==> config.mk <==
export PLATFORM = sky130hd
export DESIGN_NAME = tube_driver
export DESIGN_NICKNAME = d
export VERILOG_FILES = /design/src/rtl/tube_driver.sv
export SDC_FILE = /design/constraint.sdc
export NUM_CORES = 1
export LEC_CHECK = 0
export ABC_CLOCK_PERIOD_IN_PS = 8450
export BUFFER_PORTS_ARGS = -buffer_cell sky130_fd_sc_hd__buf_2
export CAP_MARGIN = 40
export CORE_ASPECT_RATIO = 0.6
export CORE_MARGIN = 10
export CORE_UTILIZATION = 45
export DETAILED_ROUTE_END_ITERATION = 6
export PLACE_DENSITY = 0.69
export SLEW_MARGIN = 0
export SYNTH_ARGS = -nofsm -noshare
export SYNTH_HDL_FRONTEND = slang
export SYNTH_SLANG_ARGS = --single-unit
==> constraint.sdc <==
create_clock -name clk -period 8.45 [get_ports clk]
set_input_delay 1.69 -clock clk [delete_from_list [all_inputs] [get_ports clk]]
set_output_delay 1.69 -clock clk [all_outputs]
set_load 0.005 [all_outputs]
==> src/rtl/tube_driver.sv <==
// rtl/tube_driver.sv - memory-mapped 8-digit seven-segment scan driver
module tube_driver #(
    parameter int          SCAN_DIV  = 50000,
    parameter logic [31:0] BASE_ADDR = 32'h0000_7f38
) (
    input  logic        clk,
    input  logic        reset,
    input  logic [31:0] Addr,
    input  logic        WE,
    input  logic [3:0]  BE,
    input  logic [31:0] Din,
    output logic [31:0] Dout,
    output logic [7:0]  digit_sel_n,
    output logic [7:0]  seg_n
);
    localparam int PW = (SCAN_DIV > 1) ? $clog2(SCAN_DIV) : 1;

    logic [31:0]   data_reg;
    logic [16:0]   ctrl_reg;
    logic [PW-1:0] prescale;
    logic [2:0]    idx;
    logic [31:0]   offset;
    logic          cs;
    logic          reg_sel;
    logic [3:0]    nibble;

    assign offset  = Addr - BASE_ADDR;
    assign cs      = (Addr >= BASE_ADDR) && (offset < 32'd8);
    assign reg_sel = offset[2];
    assign nibble  = data_reg[4*idx +: 4];

    always_comb begin
        Dout = 32'h0;
        if (cs)
            Dout = reg_sel ? {15'h0, ctrl_reg} : data_reg;
    end

    function automatic logic [6:0] hex7(input logic [3:0] v);
        case (v)
            4'h0: hex7 = 7'h3F;
            4'h1: hex7 = 7'h06;
            4'h2: hex7 = 7'h5B;
            4'h3: hex7 = 7'h4F;
            4'h4: hex7 = 7'h66;
            4'h5: hex7 = 7'h6D;
            4'h6: hex7 = 7'h7D;
            4'h7: hex7 = 7'h07;
            4'h8: hex7 = 7'h7F;
            4'h9: hex7 = 7'h6F;
            4'hA: hex7 = 7'h77;
            4'hB: hex7 = 7'h7C;
            4'hC: hex7 = 7'h39;
            4'hD: hex7 = 7'h5E;
            4'hE: hex7 = 7'h79;
            default: hex7 = 7'h71;
        endcase
    endfunction

    always_ff @(posedge clk) begin
        if (reset) begin
            data_reg    <= 32'h0;
            ctrl_reg    <= 17'h000FF;
            prescale    <= '0;
            idx         <= 3'd0;
            digit_sel_n <= 8'hFF;
            seg_n       <= 8'hFF;
        end else begin
            if (WE && cs) begin
                if (!reg_sel) begin
                    for (int i = 0; i < 4; i++)
                        if (BE[i])
                            data_reg[8*i +: 8] <= Din[8*i +: 8];
                end else begin
                    if (BE[0]) ctrl_reg[7:0]  <= Din[7:0];
                    if (BE[1]) ctrl_reg[15:8] <= Din[15:8];
                    if (BE[2]) ctrl_reg[16]   <= Din[16];
                end
            end

            // Scan runs regardless of blank/masks so every digit keeps a 1/8 duty slot.
            if (prescale == PW'(SCAN_DIV - 1)) begin
                prescale <= '0;
                idx      <= idx + 3'd1;
            end else begin
                prescale <= prescale + PW'(1);
            end

            if (ctrl_reg[16] || !ctrl_reg[idx]) begin
                digit_sel_n <= 8'hFF;
                seg_n       <= 8'hFF;
            end else begin
                digit_sel_n <= ~(8'd1 << idx);
                seg_n       <= {~ctrl_reg[8 + idx], ~hex7(nibble)};
            end
        end
    end
endmodule

## Yosys cells after proc, flatten, opt, wreduce, memory -nomap -nowiden

Memory sizes are Yosys's and may differ from the RTL's.
Cells that the tools add are included.

| word-level totals | value |
|---|---|
| register bits after elaboration | 84 |
| bits in latches | 0 |
| bits in writable memories | 0 |
| bits in read-only memories | 112 |
| input port bits | 71 |
| output and inout port bits | 48 |
| logic and storage cells | 48 |
| memories | 1 |

| cells by class | value |
|---|---|
| add/subtract/negate cells | 4 |
| $mul | 0 |
| divide/modulo/power cells | 0 |
| magnitude comparators | 4 |
| eq/ne operators | 1 |
| shift-type cells | 2 |
| muxes and demuxes | 8 |
| bitwise logic cells | 4 |
| reduce and logical (&&, ||, !) cells | 13 |

Memory list:

| name | depth | width | rd ports | clocked after Yosys merged registers in | wr ports | RTL line | RTL |
|---|---|---|---|---|---|---|---|
| (name not given) | 16 | 7 | 1 | 0 | 0 | 39 | `case (v)` |

Operators with widths:

| kind | count |
|---|---|
| 32-bit 2-to-1 mux | 2 |
| 32-bit by 15-bit >= comparator with 1-bit output (second input constant) | 1 |
| 32-bit by 4-bit less-than comparator with 1-bit output (second input constant) | 1 |
| 32-bit by 6-bit indexed part select with 4-bit output | 1 |
| 32-bit by 15-bit subtractor with 32-bit output (second input constant) | 1 |
| 3-bit AND reduction | 7 |
| 16-bit by 1-bit adder with 16-bit output (second input constant) | 1 |
| 16-bit == test (second input constant) | 1 |
| 7-bit 2-to-1 mux | 2 |
| 8-bit NOT | 1 |
| 1-bit by 3-bit left shift with 8-bit output (first input constant) | 1 |
| 7-bit NOT | 1 |
| 3-bit by 6-bit less-than comparator with 1-bit output (second input constant) | 1 |
| 5-bit by 6-bit less-than comparator with 1-bit output (second input constant) | 1 |
| 4-bit by 3-bit adder with 5-bit output (first input constant) | 1 |
| 1-bit binary-select mux with 5-bit select | 1 |
| 2-bit OR reduction | 2 |
| 3-bit by 1-bit adder with 3-bit output (second input constant) | 1 |
| 1-bit binary-select mux with 3-bit select | 1 |
| 1-bit logical AND | 2 |
| 1-bit 2-to-1 mux | 2 |
| 1-bit NOT | 2 |
| 1-bit logical NOT | 1 |
| 1-bit logical OR | 1 |

## Depth between registers and ports, before layout

Gate-level depths: netlist (run 1).

| logic depth | value |
|---|---|
| depth in word-level cells | 7 |
| mapped depth | 12 |
| gate-level depth less buffers | 11 |

## Least setup slack after synthesis (run 1)

OpenSTA, ideal clock, no wires.

| timing path | value |
|---|---|
| kind | in2out |
| start point | input Addr[3] |
| end point | output Dout[28] |
| arrival time | 3.851 ns |
| required time | 6.760 ns |
| path slack | 2.909 ns |
| stages | 9 |
| buffers on the path | 1 |
| path through | ha_1 -> a211oi_2 -> nor3_2 -> o31ai_1 -> o311ai_2 -> nor4_4 -> nand2_1 -> buf_2 -> nor3b_1 |

| on the way | value |
|---|---|
| cells in the longest elaborated chain, start to end | 4 |
| elaborated cells between the ends (all ways) | 5 |
| those cells by class | 1 x add/sub; 2 x order compare; 1 x mux; 1 x reduce/logical |

RTL lines:

| what | RTL line | RTL |
|---|---|---|
| start: declaration | 8 | `input logic [31:0] Addr,` |
| 32-bit by 15-bit subtractor with 32-bit output | 27 | `assign offset = Addr - BASE_ADDR;` |
| 32-bit by 4-bit less-than comparator with 1-bit output | 28 | `assign cs = (Addr >= BASE_ADDR) && (offset < 32'd8);` |
| 1-bit logical AND * | 28 |  |
| 32-bit 2-to-1 mux * | 34 | `if (cs)` |
| end: declaration | 12 | `output logic [31:0] Dout,` |

Every way passes the cells marked *; elsewhere a longest branch is shown, timed or not.

## Worst setup path in the final report (run 1)

| timing path | value |
|---|---|
| start point | input Addr[3] |
| end point | output Dout[31] |

The elaborated chain is that of the path after synthesis.

==> results of run 1 <==
metal layers:
metal,wire length [um],GRT usage [%]
met4,170,4.50
met2,6060,27.3
met3,1260,6.45
met5,0,0
met1,6920,25.6
worst paths after layout:
kind,from,to,cells past startpoint
worst max-delay path,Addr[3],Dout[31],11
worst min-delay path,prescale[0],prescale[0],1
worst min register to register,prescale[0],prescale[0],1
worst max register to register,idx[1],seg_n[3],7
cell usage in the layout, fill, tap and decap left out, types with 3 or more instances in the layout:
master / Yosys / final
nor2b_1: 3 / 3
o211ai_1: 4 / 4
xnor2_1: 9 / 9
o21ai_0: 8 / 8
xor2_1: 4 / 4
bufinv_16: 0 / 3
nand2_1: 33 / 33
nor4b_1: 3 / 3
buf_2: 11 / 120
mux2i_1: 34 / 34
or4_1: 3 / 3
nand3_1: 58 / 58
nor3_1: 8 / 8
nand2b_1: 3 / 3
nor4_4: 3 / 3
and3_1: 6 / 6
nand4_1: 6 / 6
a21oi_1: 47 / 47
o21ai_1: 40 / 40
clkbuf_16: 0 / 9
o31ai_1: 4 / 4
nor2_1: 67 / 67
nor3b_1: 17 / 17
or3_1: 5 / 5
ha_1: 14 / 14
mux4_2: 12 / 12
dfxtp_1: 84 / 84
o221ai_1: 3 / 3
inv_1: 12 / 12
worst max-delay path, delay by kind of cell:
kind | cells | cell delay, ps
AO/OA/AOI/OAI | 3 | 1080
adder cells (fa/ha/maj) | 1 | 240
buffers and inverters | 3 | 530
AND/OR/NAND/NOR | 4 | 1040
power groups by stage:
| stage | clock network (W) | logic, W | registers (W) |
|---|---|---|---|
| after floorplan | 0 | 0.0000321 | 0.000409 |
| after global placement | 0 | 0.0000640 | 0.000409 |
| after detailed placement | 0 | 0.0000674 | 0.000409 |
| after CTS | 0.000458 | 0.0000677 | 0.000400 |
| after global routing | 0.000481 | 0.0000746 | 0.000400 |
| final | 0.000456 | 0.0000687 | 0.000400 |
cells by family after synthesis:
kind of cell | after synthesis | synth area share [%]
and+or+nand+nor | 229 | 25.9
buffers and inverters | 44 | 3.78
adders and majority gates | 14 | 3.70
DFF | 84 | 35.5
xor gates and xnor gates | 13 | 2.41
AOI/OAI and AO/OA | 122 | 15.2
muxes | 48 | 13.5
stage by stage:
step	util (%)	worst slack (ps)	total power, W
2_1_floorplan	-	2910	0.000441
3_3_place_gp	53.4	1870	0.000473
3_5_place_dp	54.2	2180	0.000477
4_1_cts	57.7	2180	0.000926
5_1_grt	57.7	1940	0.000956
6_report	57.7	2160	0.000925
cell type report:
type                       count  area (sq um)  area share (%)
clock buffer                   9           225            3.88
clock inverter                 7           124            2.14
inverter                      13          48.8           0.841
multi-input combinational    426          2870            49.5
sequential                    84          1680            29.0
tap                          135           169            2.91
timing repair buffer         125           678            11.7
cell usage after synthesis (5+ instances only):
| cell type | number | area share (%) |
|---|---|---|
| a21oi_1 | 47 | 5.0 |
| and3_1 | 6 | 0.79 |
| buf_2 | 11 | 1.2 |
| clkbuf_1 | 18 | 1.4 |
| dfxtp_1 | 84 | 36 |
| ha_1 | 14 | 3.7 |
| inv_1 | 12 | 0.95 |
| mux2i_1 | 34 | 7.2 |
| mux4_2 | 12 | 5.7 |
| nand2_1 | 33 | 2.6 |
| nand3_1 | 58 | 6.1 |
| nand4_1 | 6 | 0.79 |
| nor2_1 | 67 | 5.3 |
| nor3_1 | 8 | 0.85 |
| nor3b_1 | 17 | 2.7 |
| o21ai_0 | 8 | 0.85 |
| o21ai_1 | 40 | 4.2 |
| or3_1 | 5 | 0.66 |
| xnor2_1 | 9 | 1.7 |
==> flow_metrics.py, run 1 <==
metrics = {
    "routing": {
        "routed_via_density": 5.86,
        "post_drt_wl_per_cell_um": 18.0,
        "drtIter0Drc": 291,
        "route.vias.total": 4685,
        "ant_nets": 0,
        "drc": 0,
        "first_pass_iters": 5,
        "drt_wl_total_um": 14400,
    },
    "power": {
        "switchingPower_w": 0.000209,
        "p_clk_share_pct": 49.3,
        "p_seq_share_pct": 43.3,
        "power.internal_w": 0.000716,
        "switching_share_pct": 22.6,
        "powerDensity_nw_per_um2": 159,
        "pwr-share-comb_pct": 7.4,
        "ir_drop_v": 0.000118,
        "leakagePower_nw": 2.26,
    },
    "placement": {
        "gp_congestion": 0.856,
        "portBuffers": 116,
        "post_dp_cell_area_sq_um": 5450,
        "dp.cells": 783,
        "place_hpwl_um": 11000,
    },
    "sta": {
        "setup_violations": 0,
        "tns_ps": 0,
        "worstMarginPinSlew_ps": 915,
        "rsz0062_at_grt": "false",
        "slew_violations": 0,
        "post-route-min-period_ps": 6290,
        "post-route-period-util_pct": 74.5,
        "finClkSkew_ps": 9.02,
        "hold_viol": 0,
        "fmax_ghz": 0.159,
        "slew_headroom_pct": 37.3,
        "hold_ws_ps": 456,
    },
    "run_status": {
        "outcome": "finished, final reports clean",
    },
    "logic_synthesis": {
        "synthesis.nets": 639,
        "yosysUniqueCellTypes": 56,
        "synthCells": 554,
        "async_reset_ff_share_pct": 0,
        "synth_seq_area_share_pct": 35.5,
        "synth_enable_flop_cells": 0,
        "synth_ff_type": "dfxtp_1",
        "yosys_register_bits": 84,
        "avgSynthCellArea_sq_um": 8.54,
        "syn_area_sq_um": 4730,
        "ys.warnings.count": 0,
    },
    "setup_path": {
        "end_kind": "output pin",
        "r2r_setup_slack_ps": 5280,
        "cpPeakStageDelay_ps": 510,
        "critPathLaunchType": "input pin",
        "crit_path_cell_trace": "buf_2 > ha_1 > a211oi_2 > nor3_2 > o31ai_1 > o311ai_2 > nor4_4 > nand2_1 > buf_16 > nor3b_1 > buf_2",
        "critPathKind": "input pin to output pin",
        "cp_data_arrival_time_ps": 4600,
        "path_common_cell": "buf_2",
        "slowest_stage": "a211oi_2",
        "cp.required_ps": 6760,
        "crit_fanout": 23,
    },
    "finish": {
        "diodes": 0,
        "fin_nets": 744,
        "drive_above_1_share_pct": 25.8,
        "fillCellCount": 888,
        "design_area_sq_um": 5800,
        "largest_register_ffs": 32,
        "area_growth_pct": 22.5,
        "layout.cells.non_filler": 799,
    },
    "clock_network": {
        "post_cts_buffers": 0,
        "clock-sinks": 84,
        "cts_resized": 0,
        "clk_pin_slew_worst_paths_ps": 60,
        "cts_buffers": 9,
        "clk_latency_ps": 350,
        "htree_num_levels": 3,
        "root_buffer": "clkbuf_16",
        "cts_tree": "yes",
        "ctsHoldBuffers": 0,
        "clock_path_buffers": 2,
    },
    "flow_run": {
        "maxCapViolations": 0,
    },
    "global_routing": {
        "antenna_found_initial": 0,
        "overflow": 0,
        "globalRouteTotalUtil_pct": 18.7,
        "grt_pass1_vias": 4513,
        "grt_max_degree": 65,
        "grt_pass1_wl_um": 23700,
    },
    "floorplan": {
        "die-area_sq_um": 15200,
        "rows": 28,
        "start_util_pct": 47.1,
        "die_h_um": 99.4,
        "die_x_um": 152,
        "ioPinCount": 119,
        "core_sq_um": 10100,
    },
    "worst_hold_path": {
        "min_path_type": "register to register",
    },
}
Note: power is estimated with default switching activity, not from simulation.
==> run 2: changes to the inputs <==
ABC_AREA = 1   (was not set)
ABC_CLOCK_PERIOD_IN_PS = 5100   (was 8450)
PLACE_DENSITY = 0.7   (was 0.69)
clock period = 5.1 ns   (was 8.45 ns; I/O delays follow)
==> flow_metrics.py, run 2 <==
metrics = {
    "run_status": {
        "outcome": "finished, final reports clean",
    },
    "setup_path": {
        "cp.buffers_inverters": 3,
        "end_kind": "output pin",
        "crit_path_cell_trace": "buf_2 > ha_1 > nand2_2 > nand2_4 > nand3_2 > nand2_1 > xor2_2 > nand3b_1 > nor2_1 > nand3_2 > nor2_4 > inv_2 > a211oi_1 > buf_2",
        "crit_fanout": 32,
        "critPathLaunchType": "input pin",
        "cpPeakStageDelay_ps": 320,
        "r2r_setup_slack_ps": 2220,
        "crit_family": "simple AND/OR/NAND/NOR gates",
        "slowest_stage": "a211oi_1",
        "cp_data_arrival_time_ps": 3650,
        "cp.required_ps": 4080,
        "critPathKind": "input pin to output pin",
    },
    "logic_synthesis": {
        "yosysUniqueCellTypes": 39,
        "synth_most_common_cell": "nand2_1",
        "yosys.area.top_type_share_pct": 29.4,
        "synth_seq_area_share_pct": 29.4,
        "synth_common_cells": "nand2_1, nor2_1, inv_1",
        "synth_top_area_cell": "dfxtp_1",
        "ys.warnings.count": 0,
        "async_reset_ff_share_pct": 0,
        "synth_enable_flop_cells": 0,
        "synth_ff_type": "dfxtp_1",
        "synthCells": 924,
        "synthesis.nets": 1009,
        "avgSynthCellArea_sq_um": 6.19,
        "syn_area_sq_um": 5720,
        "synthTopCellsByArea": "dfxtp_1, nand2_1, nor2_1, inv_1, nand3_1",
        "yosys_register_bits": 84,
    },
    "sta": {
        "slew_headroom_pct": 52.7,
        "worstMarginPinSlew_ps": 708,
        "fmax_ghz": 0.214,
        "tns_ps": 0,
        "hold_viol": 0,
        "rsz0062_at_grt": "false",
        "finClkSkew_ps": 7.92,
        "post-route-period-util_pct": 91.6,
        "setup_violations": 0,
        "slew_violations": 0,
        "post-route-min-period_ps": 4670,
    },
    "flow_run": {
        "maxCapViolations": 0,
    },
    "clock_network": {
        "cts_buffers": 9,
        "clock_path_buffers": 2,
        "clk_pin_slew_worst_paths_ps": 60,
        "clock-sinks": 84,
        "post_cts_buffers": 0,
        "htree_num_levels": 3,
        "cts_tree": "yes",
        "ctsHoldBuffers": 0,
        "cts_resized": 0,
        "clk_latency_ps": 340,
        "root_buffer": "clkbuf_16",
    },
    "placement": {
        "place_hpwl_um": 14200,
        "portBuffers": 118,
        "gp_congestion": 0.927,
        "post_dp_cell_area_sq_um": 6420,
    },
    "worst_hold_path": {
        "min_path_type": "register to register",
    },
    "floorplan": {
        "core_sq_um": 12300,
        "rows": 31,
        "die_x_um": 166,
        "start_util_pct": 46.7,
        "die_h_um": 107,
        "ioPinCount": 119,
        "die-area_sq_um": 17800,
    },
    "global_routing": {
        "antenna_found_initial": 0,
        "overflow": 0,
        "grt_pass1_wl_um": 28700,
        "globalRouteTotalUtil_pct": 19.8,
        "grt_max_degree": 37,
        "grt_pass1_vias": 5452,
    },
    "power": {
        "ir_drop_v": 0.000163,
        "leakagePower_nw": 3.38,
        "powerDensity_nw_per_um2": 222,
    },
    "finish": {
        "mostFrequentLayoutCells": "nand2_1, nor2_1, buf_2",
        "drive_above_1_share_pct": 17.9,
        "fin_nets": 1116,
        "layout_commonest_cell": "nand2_1",
        "area_growth_pct": 17.7,
        "diodes": 0,
        "design_area_sq_um": 6730,
        "largest_register_ffs": 32,
    },
    "routing": {
        "route.vias.total": 6178,
        "routed_via_density": 5.14,
        "drc": 0,
        "ant_nets": 0,
        "drt_wl_total_um": 18100,
        "post_drt_wl_per_cell_um": 15.0,
        "drtIter0Drc": 650,
        "first_pass_iters": 5,
    },
}
-- run 2: cell types whose count changed after synthesis, sizes merged, moves of 12 or more --
cell,delta
nand4,+16
o21ai,-12
nor2,+121
mux4,-12
nor3b,-16
nand3,+14
nor3,+14
nand2,+215
mux2i,-34
inv,+104
a21oi,-13
a211oi,+15
-- run 2: worst register-to-register path: stages (launching register included) --
cell and delay (ps):
dfxtp_1 690, inv_1 390, a21oi_1 200, o21ai_0 220, nand2_1 120, nand2_1 50
o21ai_0 190, inv_1 220, ha_1 350, o311ai_0 340
-- run 2: cell type report --
type | count | area [sq um]
clock inverter | 6 | 71.3
clock buffer | 10 | 239
sequential | 84 | 1680
timing repair buffer | 122 | 621
multi-input combinational | 696 | 3470
inverter | 118 | 443
fill | 1285 | 5520
tap | 165 | 206
-- run 2: kinds of logic after synthesis --
group	count (synthesis)	synth area share [%]
simple gates	573	45.1
buf+inv	144	9.89
compound gates	97	10.5
flops	84	29.4
fa+ha+maj	14	3.06
xor+xnor	12	1.97
-- run 2: path summary, 6_finish.rpt --
kind	start	end	cells past startpoint
hold / removal	prescale[0]	prescale[0]	1
setup / recovery	Addr[3]	Dout[1]	14
hold reg to reg	prescale[0]	prescale[0]	1
setup reg to reg	idx[1]	seg_n[1]	9
-- run 2: per-layer routing --
layer / up-vias / global-route usage [%] / routed length [um]
li1: 3160 / - / -
met1: 2735 / 30.2 / 9120
met2: 264 / 25.9 / 6790
met3: 19 / 6.61 / 1970
met4: 0 / 3.25 / 182
met5: - / 0 / 0
-- run 2: power breakdown --
group,switching (W),internal [W]
sequential,0.00000166,0.000661
clock,0.000280,0.000397
combinational,0.000103,0.0000514
total,0.000385,0.00111
-- run 2: stage by stage --
step,worst slack [ps],power [W],hold slack (ps),cells,utilization (%)
5_1_grt,177,0.00155,468,1201,54.9
6_report,430,0.00149,450,1201,54.9
4_1_cts,468,0.00150,450,1201,54.9
3_3_place_gp,619,0.000830,432,1185,52.4
3_5_place_dp,488,0.000829,441,1185,52.4
2_1_floorplan,1350,0.000762,418,924,-
==> run 3: changes to the inputs <==
CTS_BUF_LIST = sky130_fd_sc_hd__clkbuf_4   (was not set)
REMOVE_ABC_BUFFERS = 1   (was not set)
==> flow_metrics.py, run 3 (synthesis results as in run 2) <==
metrics = {
    "clock_network": {
        "ctsHoldBuffers": 0,
        "htree_num_levels": 3,
        "cts_tree": "yes",
        "clock_path_buffers": 2,
        "clk_latency_ps": 450,
        "cts_resized": 0,
        "clock-sinks": 84,
        "cts_buffers": 9,
        "post_cts_buffers": 0,
        "clk_pin_slew_worst_paths_ps": 120,
        "root_buffer": "clkbuf_4",
    },
    "run_status": {
        "outcome": "finished, final reports clean",
    },
    "finish": {
        "drive_above_1_share_pct": 17.5,
        "diodes": 0,
        "fin_util_pct": 53.3,
        "largest_register_ffs": 32,
        "layout_commonest_cell": "nand2_1",
        "layout.cells.non_filler": 1198,
        "multi_input_area_sq_um": 3470,
        "area_growth_pct": 14.3,
        "mostFrequentLayoutCells": "nand2_1, nor2_1, buf_2",
        "fin_nets": 1116,
        "fillCellCount": 1286,
        "register_area_sq_um": 1680,
    },
    "floorplan": {
        "start_util_pct": 46.7,
        "rows": 31,
        "die_h_um": 107,
        "core_sq_um": 12300,
        "ioPinCount": 119,
        "die_x_um": 166,
        "die-area_sq_um": 17800,
    },
    "routing": {
        "ant_nets": 0,
        "drtIter0Drc": 657,
        "drt_wl_total_um": 17900,
        "drc": 0,
        "first_pass_iters": 5,
        "route.vias.total": 6107,
        "routed_via_density": 5.10,
        "post_drt_wl_per_cell_um": 15.0,
    },
    "power": {
        "ir_drop_v": 0.000109,
        "p_seq_share_pct": 56.0,
        "power.internal_w": 0.000851,
        "powerDensity_nw_per_um2": 181,
        "p_clk_share_pct": 30.7,
        "switching_share_pct": 28.0,
        "pwr-share-comb_pct": 13.3,
        "leakagePower_nw": 3.30,
        "switchingPower_w": 0.000332,
    },
    "setup_path": {
        "critPathKind": "input pin to output pin",
        "cp.required_ps": 4080,
        "critPathLaunchType": "input pin",
        "end_kind": "output pin",
        "cp_data_arrival_time_ps": 3690,
        "crit_fanout": 32,
    },
    "global_routing": {
        "grt_pass1_vias": 5433,
        "overflow": 0,
        "antenna_found_initial": 0,
        "grt_pass1_wl_um": 28400,
        "globalRouteTotalUtil_pct": 19.6,
        "grt_max_degree": 37,
    },
    "placement": {
        "gp_congestion": 1.04,
        "place_hpwl_um": 14200,
        "dp.cells": 1185,
        "portBuffers": 118,
    },
    "sta": {
        "setup_violations": 0,
        "rsz0062_at_grt": "false",
        "post-route-period-util_pct": 92.3,
        "fmax_ghz": 0.212,
        "slew_headroom_pct": 41.2,
        "tns_ps": 0,
        "hold_viol": 0,
        "slew_violations": 0,
        "hold_ws_ps": 463,
        "post-route-min-period_ps": 4710,
        "finClkSkew_ps": 13.6,
        "worstMarginPinSlew_ps": 873,
    },
    "flow_run": {
        "maxCapViolations": 0,
    },
    "worst_hold_path": {
        "min_path_type": "register to register",
    },
}
-- run 3: cell types whose count changed in the layout (fill, tap and decap cells not counted) --
cell,previous run,this run
clkbuf_16,9,0
clkbuf_4,0,9
clkbuf_8,1,0
clkinv_1,1,2
clkinv_2,0,2
clkinv_4,1,0
clkinvlp_4,2,0
inv_6,2,0
-- run 3: power groups by stage --
| stage | logic, W | clock network [W] | registers [W] |
|---|---|---|---|
| floorplan | 0.0000764 | 0 | 0.000678 |
| global placement | 0.000154 | 0 | 0.000677 |
| detailed placement | 0.000154 | 0 | 0.000678 |
| CTS | 0.000154 | 0.000367 | 0.000663 |
| global route | 0.000174 | 0.000394 | 0.000664 |
| finish | 0.000157 | 0.000363 | 0.000663 |
-- run 3: area by class of cell --
type                       count  area share, %
multi-input combinational    696           53.1
sequential                    84           25.7
timing repair buffer         122           9.50
inverter                     118           6.78
tap                          165           3.16
clock buffer                   9           1.03
clock inverter                 4          0.670
-- run 3: worst paths after layout --
check                                 start           to  slack [ps]  cells past startpoint
worst max-delay path                Addr[3]      Dout[1]         390                     14
worst min-delay path            prescale[0]  prescale[0]         460                      1
worst max register to register       idx[1]     seg_n[1]        2170                      9
worst min register to register  prescale[0]  prescale[0]         460                      1
-- run 3: worst max-delay path: stages --
cell and delay (ps):
buf_2 120, ha_1 190, nand2_2 120, nand2_4 110
nand3_2 310, nand2_1 220, xor2_2 230, nand3b_1 110
nor2_1 130, nand3_2 110, nor2_4 180, inv_2 310
a211oi_1 350, buf_2 180
-- run 3: metal layers --
metal / up-vias / wire, um / track usage [%]
met5: - / 0 / 0
met4: 0 / 133 / 2.93
met3: 13 / 2010 / 6.00
met2: 249 / 6630 / 25.4
met1: 2696 / 9170 / 30.7
li1: 3149 / - / -
-- run 3: stage by stage --
step,cell area (sq um),total power [W],setup WS (ps)
after global routing,6530,0.00123,129
after global placement,6420,0.000832,526
after CTS,6530,0.00118,423
after floorplan,5600,0.000754,1210
after detailed placement,6420,0.000831,433
final,6530,0.00118,392
